$ cat src/rtl/pixel_gen.sv
// -----------------------------------------------------------------------------
// pixel_gen
// -----------------------------------------------------------------------------
// Pixel colour stage sitting right after the display timing generator.
// Everything runs on the single system clock 'clk'; the pixel clock coming
// from the timing block is sampled as ordinary data and its rising edge is
// turned into a one-clk strobe (pix_en) that advances all pixel logic.
//
// The picture is a yellow ship box drawn over a white pseudo-random
// starfield. Game logic hands over a new ship position with a valid/ready
// handshake. The position is parked in a shadow register and only becomes
// visible at the next frame start, so the ship never tears mid-frame.
//
// Optional feature (compile-time macro):
//   STARFIELD_SCROLL_EN  - when defined, the starfield seed advances one LFSR
//                          step per frame so the stars drift. When undefined
//                          the seed is the constant LFSR_SEED and the field
//                          is static.
//
// Ports
//   clk        in   1   system clock, the only clock
//   reset      in   1   asynchronous, active-high reset
//   p_clock    in   1   pixel clock from the timing block (sampled as data)
//   x, y       in   10  current pixel column / row
//   video_on   in   1   visible-area flag
//   vsync      in   1   vertical sync from the timing block
//   pos_x      in   10  requested ship x
//   pos_y      in   10  requested ship y
//   pos_valid  in   1   pos_x/pos_y are valid
//   pos_ready  out  1   block can accept a position
//   rgb        out  12  pixel colour {R[3:0],G[3:0],B[3:0]}
//   frame_tick out  1   one-clk pulse at the start of each frame
// -----------------------------------------------------------------------------
module pixel_gen #(
   parameter int unsigned SHIP_W    = 16,
   parameter int unsigned SHIP_H    = 16,
   parameter logic [9:0]  SHIP_X0   = 10'd312,
   parameter logic [9:0]  SHIP_Y0   = 10'd400,
   parameter logic [7:0]  STAR_MASK = 8'hFF,
   parameter logic [15:0] LFSR_SEED = 16'hACE1
) (
   input  logic        clk,
   input  logic        reset,
   input  logic        p_clock,
   input  logic [9:0]  x,
   input  logic [9:0]  y,
   input  logic        video_on,
   input  logic        vsync,
   input  logic [9:0]  pos_x,
   input  logic [9:0]  pos_y,
   input  logic        pos_valid,
   output logic        pos_ready,
   output logic [11:0] rgb,
   output logic        frame_tick
);

   // Ship dimensions widened to 11 bits so that position + size never wraps
   // for a ship parked near the right/bottom edge of the 10-bit space.
   localparam logic [10:0] SHIP_W11 = 11'(SHIP_W);
   localparam logic [10:0] SHIP_H11 = 11'(SHIP_H);

   localparam logic [11:0] RGB_BLACK = 12'h000;
   localparam logic [11:0] RGB_SHIP  = 12'hFF0;
   localparam logic [11:0] RGB_STAR  = 12'hFFF;

   // One step of the 16-bit Fibonacci LFSR with taps 16,14,13,11.
   function automatic logic [15:0] lfsr_step(input logic [15:0] v);
      return {v[14:0], v[15] ^ v[13] ^ v[12] ^ v[10]};
   endfunction

   // ---------------------------------------------------------------------------
   // State
   // ---------------------------------------------------------------------------
   logic        p_clock_dly_q, p_clock_dly_d;
   logic        vsync_dly_q,   vsync_dly_d;
   logic        frame_tick_q,  frame_tick_d;

   logic [9:0]  act_x_q, act_x_d;
   logic [9:0]  act_y_q, act_y_d;
   logic [9:0]  shd_x_q, shd_x_d;
   logic [9:0]  shd_y_q, shd_y_d;
   logic        pending_q, pending_d;

   logic [15:0] lfsr_q, lfsr_d;
`ifdef STARFIELD_SCROLL_EN
   logic [15:0] seed_q, seed_d;
`endif

   logic        vld_s1_q,  vld_s1_d;
   logic        vid_s1_q,  vid_s1_d;
   logic        ship_s1_q, ship_s1_d;
   logic        star_s1_q, star_s1_d;
   logic [11:0] rgb_q,     rgb_d;

   logic        pix_en;
   logic        pos_xfer;
   logic        ship_hit;
   logic        star_hit;

   // ---------------------------------------------------------------------------
   // Pixel strobe and frame start detection.
   // The pixel clock is only looked at as data: its rising edge in the clk
   // domain is pix_en. vsync is also sampled on pix_en so its edge detector
   // moves at pixel rate, and frame_tick is registered to give a clean
   // single-clk pulse that the rest of the block keys off.
   // ---------------------------------------------------------------------------
   always_comb begin
      pix_en        = p_clock & ~p_clock_dly_q;
      p_clock_dly_d = p_clock;
      vsync_dly_d   = vsync_dly_q;
      frame_tick_d  = 1'b0;
      if (pix_en) begin
         vsync_dly_d  = vsync;
         frame_tick_d = vsync & ~vsync_dly_q;
      end
   end

   // ---------------------------------------------------------------------------
   // Ship position handshake.
   // One position is accepted into the shadow register and then the block
   // refuses further ones until the frame start copies it into the active
   // register. A position offered exactly on the frame_tick clk bypasses the
   // shadow stage and becomes active for the frame that is starting.
   // ---------------------------------------------------------------------------
   always_comb begin
      pos_xfer  = pos_valid & ~pending_q;
      act_x_d   = act_x_q;
      act_y_d   = act_y_q;
      shd_x_d   = shd_x_q;
      shd_y_d   = shd_y_q;
      pending_d = pending_q;
      if (frame_tick_q) begin
         pending_d = 1'b0;
         if (pos_xfer) begin
            act_x_d = pos_x;
            act_y_d = pos_y;
            shd_x_d = pos_x;
            shd_y_d = pos_y;
         end else begin
            act_x_d = shd_x_q;
            act_y_d = shd_y_q;
         end
      end else if (pos_xfer) begin
         shd_x_d   = pos_x;
         shd_y_d   = pos_y;
         pending_d = 1'b1;
      end
   end

   // ---------------------------------------------------------------------------
   // Starfield LFSR.
   // Advances once per visible pixel, so a given LFSR value always lands on
   // the same screen position. Reloading at frame start makes the pattern
   // repeat; with scrolling enabled the reload value itself advances one step
   // per frame, shifting the field by one visible pixel each frame.
   // frame_tick_q is high only on the clk after a pix_en, so the reload and
   // the per-pixel advance never compete in the same clk.
   // ---------------------------------------------------------------------------
   always_comb begin
      lfsr_d = lfsr_q;
`ifdef STARFIELD_SCROLL_EN
      seed_d = seed_q;
      if (frame_tick_q) begin
         seed_d = lfsr_step(seed_q);
         lfsr_d = lfsr_step(seed_q);
      end else if (pix_en && video_on) begin
         lfsr_d = lfsr_step(lfsr_q);
      end
`else
      if (frame_tick_q) begin
         lfsr_d = LFSR_SEED;
      end else if (pix_en && video_on) begin
         lfsr_d = lfsr_step(lfsr_q);
      end
`endif
   end

   // ---------------------------------------------------------------------------
   // Two-stage colour pipeline.
   // S1 captures the hit flags for the current x/y (star test uses the LFSR
   // value before this pixel's advance). S2 resolves priority into rgb. Both
   // stages only move on pix_en so rgb is held steady between pixels.
   // ---------------------------------------------------------------------------
   always_comb begin
      ship_hit = ({1'b0, x} >= {1'b0, act_x_q}) &&
                 ({1'b0, x} <  ({1'b0, act_x_q} + SHIP_W11)) &&
                 ({1'b0, y} >= {1'b0, act_y_q}) &&
                 ({1'b0, y} <  ({1'b0, act_y_q} + SHIP_H11));
      star_hit = (lfsr_q[7:0] & STAR_MASK) == STAR_MASK;

      vld_s1_d  = vld_s1_q;
      vid_s1_d  = vid_s1_q;
      ship_s1_d = ship_s1_q;
      star_s1_d = star_s1_q;
      rgb_d     = rgb_q;

      if (pix_en) begin
         vld_s1_d  = 1'b1;
         vid_s1_d  = video_on;
         ship_s1_d = ship_hit;
         star_s1_d = star_hit;
         if (!vld_s1_q || !vid_s1_q) begin
            rgb_d = RGB_BLACK;
         end else if (ship_s1_q) begin
            rgb_d = RGB_SHIP;
         end else if (star_s1_q) begin
            rgb_d = RGB_STAR;
         end else begin
            rgb_d = RGB_BLACK;
         end
      end
   end

   // ---------------------------------------------------------------------------
   // State registers. Reset returns everything to the power-up picture
   // immediately, including clearing rgb without waiting for a pixel strobe.
   // ---------------------------------------------------------------------------
   always_ff @(posedge clk or posedge reset) begin
      if (reset) begin
         p_clock_dly_q <= 1'b0;
         vsync_dly_q   <= 1'b0;
         frame_tick_q  <= 1'b0;
         act_x_q       <= SHIP_X0;
         act_y_q       <= SHIP_Y0;
         shd_x_q       <= SHIP_X0;
         shd_y_q       <= SHIP_Y0;
         pending_q     <= 1'b0;
         lfsr_q        <= LFSR_SEED;
`ifdef STARFIELD_SCROLL_EN
         seed_q        <= LFSR_SEED;
`endif
         vld_s1_q      <= 1'b0;
         vid_s1_q      <= 1'b0;
         ship_s1_q     <= 1'b0;
         star_s1_q     <= 1'b0;
         rgb_q         <= RGB_BLACK;
      end else begin
         p_clock_dly_q <= p_clock_dly_d;
         vsync_dly_q   <= vsync_dly_d;
         frame_tick_q  <= frame_tick_d;
         act_x_q       <= act_x_d;
         act_y_q       <= act_y_d;
         shd_x_q       <= shd_x_d;
         shd_y_q       <= shd_y_d;
         pending_q     <= pending_d;
         lfsr_q        <= lfsr_d;
`ifdef STARFIELD_SCROLL_EN
         seed_q        <= seed_d;
`endif
         vld_s1_q      <= vld_s1_d;
         vid_s1_q      <= vid_s1_d;
         ship_s1_q     <= ship_s1_d;
         star_s1_q     <= star_s1_d;
         rgb_q         <= rgb_d;
      end
   end

   assign pos_ready  = ~pending_q;
   assign rgb        = rgb_q;
   assign frame_tick = frame_tick_q;

endmodule

$ cat config.mk
export PLATFORM = sky130hd
export DESIGN_NAME = pixel_gen
export DESIGN_NICKNAME = d
export VERILOG_FILES = /design/src/rtl/pixel_gen.sv
export SDC_FILE = /design/constraint.sdc
export NUM_CORES = 1
export LEC_CHECK = 0
export BUFFER_PORTS_ARGS = -buffer_cell sky130_fd_sc_hd__buf_2
export CAP_MARGIN = 20
export CORE_UTILIZATION = 60
export CTS_CLUSTER_DIAMETER = 100
export DETAILED_ROUTE_END_ITERATION = 8
export PLACE_DENSITY_LB_ADDON = 0.25
export SKIP_CTS_REPAIR_TIMING = 1
export SYNTH_ARGS = -nofsm -noshare
export SYNTH_HDL_FRONTEND = slang
export SYNTH_SLANG_ARGS = --single-unit
$ cat constraint.sdc
create_clock -name clk -period 4.05 [get_ports clk]
set_clock_uncertainty 0.1 [all_clocks]
set_input_delay 0.405 -clock clk [delete_from_list [all_inputs] [get_ports clk]]
set_output_delay 0.405 -clock clk [all_outputs]
set_load 0.05 [all_outputs]
# Word level (Yosys, flattened, before mapping)
# Index checks and enable logic that the tools add are counted.
[classes]
addsub = 2
order_cmp = 4
n_eq_ne = 1
n_mux = 10
bitwise_logic = 9
n_reduce_logical = 9
[ops]
columns = ["cell", "n"]
rows = [
  ["two-way mux 12 bit", 3],
  ["two-way mux 16 bit", 2],
  ["adder 10 x 5 -> 11 bit, second input constant", 2],
  ["less-than comparator 10 x 11 -> 1 bit", 2],
  ["greater-or-equal comparator 10 bit", 2],
  ["two-way mux 10 bit", 2],
  ["== test 8 bit, second input constant", 1],
  ["logical AND 1 bit", 4],
  ["nonzero test 2 bit", 2],
  ["AND 1 bit", 3],
  ["two-way mux 1 bit", 3],
  ["NOT 1 bit", 3],
  ["bitwise XOR 1 bit", 3],
  ["zero test 1 bit", 2],
  ["logical OR 1 bit", 1],
]
[totals]
regBits = 76
in_bits = 46
output_inout_bits = 14
wordCells = 49

# Depth between registers and ports, before layout
[logic_depth]
word_depth = 5
mapped_depth = 9

# Worst setup path before layout
# Ideal clock, no wire load.
[synth_path]
path_type = "reg2reg"
from = "register act_y_q[4]"
to = "register ship_s1_q"
setup_time_ns = 0.092
arrival_ns = 2.130
t_required_ns = 3.858
path_slack_ns = 1.729
stages_incl_launch_ff = 10
synth_period_minus_slack_ns = 2.321
cell_sequence = "dfstp_2 ha_1 nand3_1 xnor2_1 ha_1 a21o_1 a21o_1 a221oi_2 o221ai_2 o31ai_2"
[synth_between]
elab_chain_len = 3
word_cells_on_any_way = 5
cone_classes = "add/sub (1); order compare (2); reduce/logical (2)"
[synth_rtl]
columns = ["element", "line", "source"]
rows = [
  ["from (decl)", "79", "logic [9:0] act_y_q, act_y_d;"],
  ["from (signal assigned)", "242", "act_y_q <= act_y_d;"],
  ["adder 10 x 5 -> 11 bit / greater-or-equal comparator 10 bit (equally long branches)", "188, 187", ""],
  ["less-than comparator 10 x 11 -> 1 bit / logical AND 1 bit (equally long branches)", "188, 186", ""],
  ["logical AND 1 bit *", "187", "({1'b0, y} >= {1'b0, act_y_q}) &&"],
  ["to (signal assigned)", "252", "ship_s1_q <= ship_s1_d;"],
  ["to (decl)", "91", "logic ship_s1_q, ship_s1_d;"],
]
# Every way passes the cells marked *; elsewhere a longest branch is shown, timed or not.
# A chain may end at the register's enable or synchronous reset.

# Final worst setup path
# Same ends and word-level chain as after synthesis.

==> flow_summary.toml <==
[outcome]
outcome = "completed"

[global_routing]
grt_max_degree = 38
grt_pass1_wl_mm = 11.6
track_usage_pct = 24.5
antenna_found_initial = 0
grt_pass1_vias = 2597
overflow = 0

[timing]
slew_violations = 0
tightest_slew_ns = 0.980
max-slew-margin-rel_pct = 34.6
hold_violations = 0
finalCritPeriodShare_pct = 60.8
period_needed_ns = 2.46
setup_viol = 0
fin_setup_tns_ns = 0
fmax_mhz = 406
worst_slack_ns = 1.59
rsz0062_at_grt = "false"

[finish]
post-route-util_pct = 72.3
antenna_cells = 0
drive_gt1_share_pct = 31.2
nFillCells = 437
syn_to_final_growth_pct = 13.7
multi_input_area_um2 = 1670
regArea_um2 = 1680
fin_nets = 476

[clock_network]
cts.clk_slew.worst_paths_ns = 0.07
cts_tree = "yes"
cts_sinks = 66
cts_buffer_depth = 2
numCtsBuffers = 9
cts_htree_levels = 3
clk_latency_ns = 0.34
cts-root-buf = "clkbuf_8"

[critical_path]
critPathKind = "reg2reg"
reg2regPathDepth = 9
crit_required_ns = 4.21
critPathArrivalTime_ns = 2.62
cp_max_fo = 5
start_kind = "flip-flop"
cp-end-kind = "flip-flop"

[routing]
first_pass_iters = 4
postRouteWirelength_mm = 6.59
drt_iter0_drc = 88
drc = 0
final_antenna_net_count = 0
wire_per_inst_um = 13.9
dr_total_vias = 2556
vias_per_cell = 5.40

[yosys]
synth_area_um2 = 3570
synth-edff-count = 0
ys_async_sr_fraction_pct = 100
ys_top_cells_by_area = "dfrtp_1 31%, dfstp_2 16%, ha_1 12%"
synthDistinctLibCells = 40
ys_ff_latch = 66
yosys_warnings = 0
synth_ff_type = "dfrtp_1"
synth-seq-area-share_pct = 47.1
synth.most_common_cell = "nand2_1"
syn-instance-count = 345
yosysTopAreaCellShare_pct = 30.9
synth_top_area_cell = "dfrtp_1"
synth_area_per_cell_um2 = 10.3
synth_nets = 425
yosys-top-cells-count = "57 x nand2_1, 44 x dfrtp_1, 34 x ha_1"

[floorplanning]
die_w_um = 79.1
fp.dieH_um = 79.1
floorplan.rows = 27
dieArea_um2 = 6260
floorplan.initialDensity_pct = 63.6
pin_count = 60
core-area_um2 = 5610

[placement]
gp_congestion = 0.914
place.port_buffers = 59
dp_slack_ns = 1.61
dp_hpwl_mm = 4.81

[power]
pwr_density_cell_nw_per_um2 = 579
p_leak_nw = 1.94
finalPower_mw = 2.35
peakVddDrop_mv = 0.303

[job]
max-cap-violations = 0

[hold_path]
min_path_type = "in2async"
-- logic make-up after synthesis --
| group | after synthesis | share of synthesized area (%) |
|---|---|---|
| xor+xnor | 11 | 2.70 |
| buf+inv | 47 | 6.17 |
| compound gates | 63 | 11.0 |
| flops | 66 | 47.1 |
| mux | 23 | 7.26 |
| fa+ha+maj | 34 | 11.9 |
| simple gates | 101 | 13.9 |
-- worst paths after layout --
| path | startpoint | endpoint | slack [ns] |
|---|---|---|---|
| worst max-delay path | act_y_q[4]$_DFFE_PP1P_ | ship_s1_q$_DFFE_PP0P_ | 1.59 |
| worst min-delay path | reset | shd_y_q[2]$_DFF_PP0_ | 0.08 |
| worst max register to register | act_y_q[4]$_DFFE_PP1P_ | ship_s1_q$_DFFE_PP0P_ | 1.59 |
| worst min register to register | vsync_dly_q$_DFFE_PP0P_ | frame_tick$_DFF_PP0_ | 0.33 |
| max in group asynchronous | reset | shd_y_q[4]$_DFF_PP1_ | 2.86 |
| min in group clk | p_clock | p_clock_dly_q$_DFF_PP0_ | 0.08 |
-- through the flow --
| stage | hold slack [ns] | instance area [um^2] | cells |
|---|---|---|---|
| 2_1_floorplan | 0.301 | 3570 | 345 |
| 3_3_place_gp | 0.309 | 3840 | 456 |
| 3_5_place_dp | 0.323 | 3840 | 456 |
| 4_1_cts | 0.0713 | 4040 | 472 |
| 5_1_grt | 0.0632 | 4060 | 473 |
| 6_report | 0.0770 | 4060 | 473 |
-- layout by cell type (no fill, tap or decap), types with 3 or more instances in the layout --
cell type   n
a21o_1      8
clkbuf_8   10
nand2_1    57
nand3b_1    7
ha_1       34
dfrtp_1    44
o21ai_0    23
nand2b_1    4
dfstp_2    22
xnor2_1    11
nand4_1     5
inv_1      24
nand3_1    11
a21oi_1    18
mux2_2     21
nor2_1      4
nand4b_1    3
buf_2      59
-- layout make-up --
| cell class | count | area share, % |
|---|---|---|
| clock inverter | 4 | 1.26 |
| multi-input combinational | 232 | 41.2 |
| inverter | 25 | 2.31 |
| tap | 72 | 2.22 |
| clock buffer | 12 | 3.58 |
| sequential | 66 | 41.4 |
| timing repair buffer | 62 | 8.02 |
-- state kept, by name (all words and copies together) (netlist names), 2 cells and up --
| signal | cells |
|---|---|
| lfsr_q | 16 |
| rgb | 2 |
| act_x_q | 10 |
| shd_x_q | 10 |
| shd_y_q | 10 |
| act_y_q | 10 |
-- metal layers --
metal / vias to the layer above / GRT usage, % / routed length, um
met5: - / 0 / 0
li1: 1281 / - / -
met3: 6 / 5.29 / 239
met2: 47 / 39.8 / 3120
met4: 0 / 9.27 / 73
met1: 1222 / 32.0 / 3160
-- power by group --
part,switching (mW),internal [mW]
clock network,0.250,0.301
logic,0.419,0.357
registers,0.116,0.903
-- critical path, cell delays in order, from the launching register on --
cell	delay [ns]
dfstp_2	0.58
ha_1	0.23
nand3_1	0.11
xnor2_1	0.14
ha_1	0.29
a21o_1	0.16
a21o_1	0.19
a221oi_2	0.28
o221ai_2	0.13
o31ai_2	0.18
No activity file was read; power rests on OpenSTA's default activity.
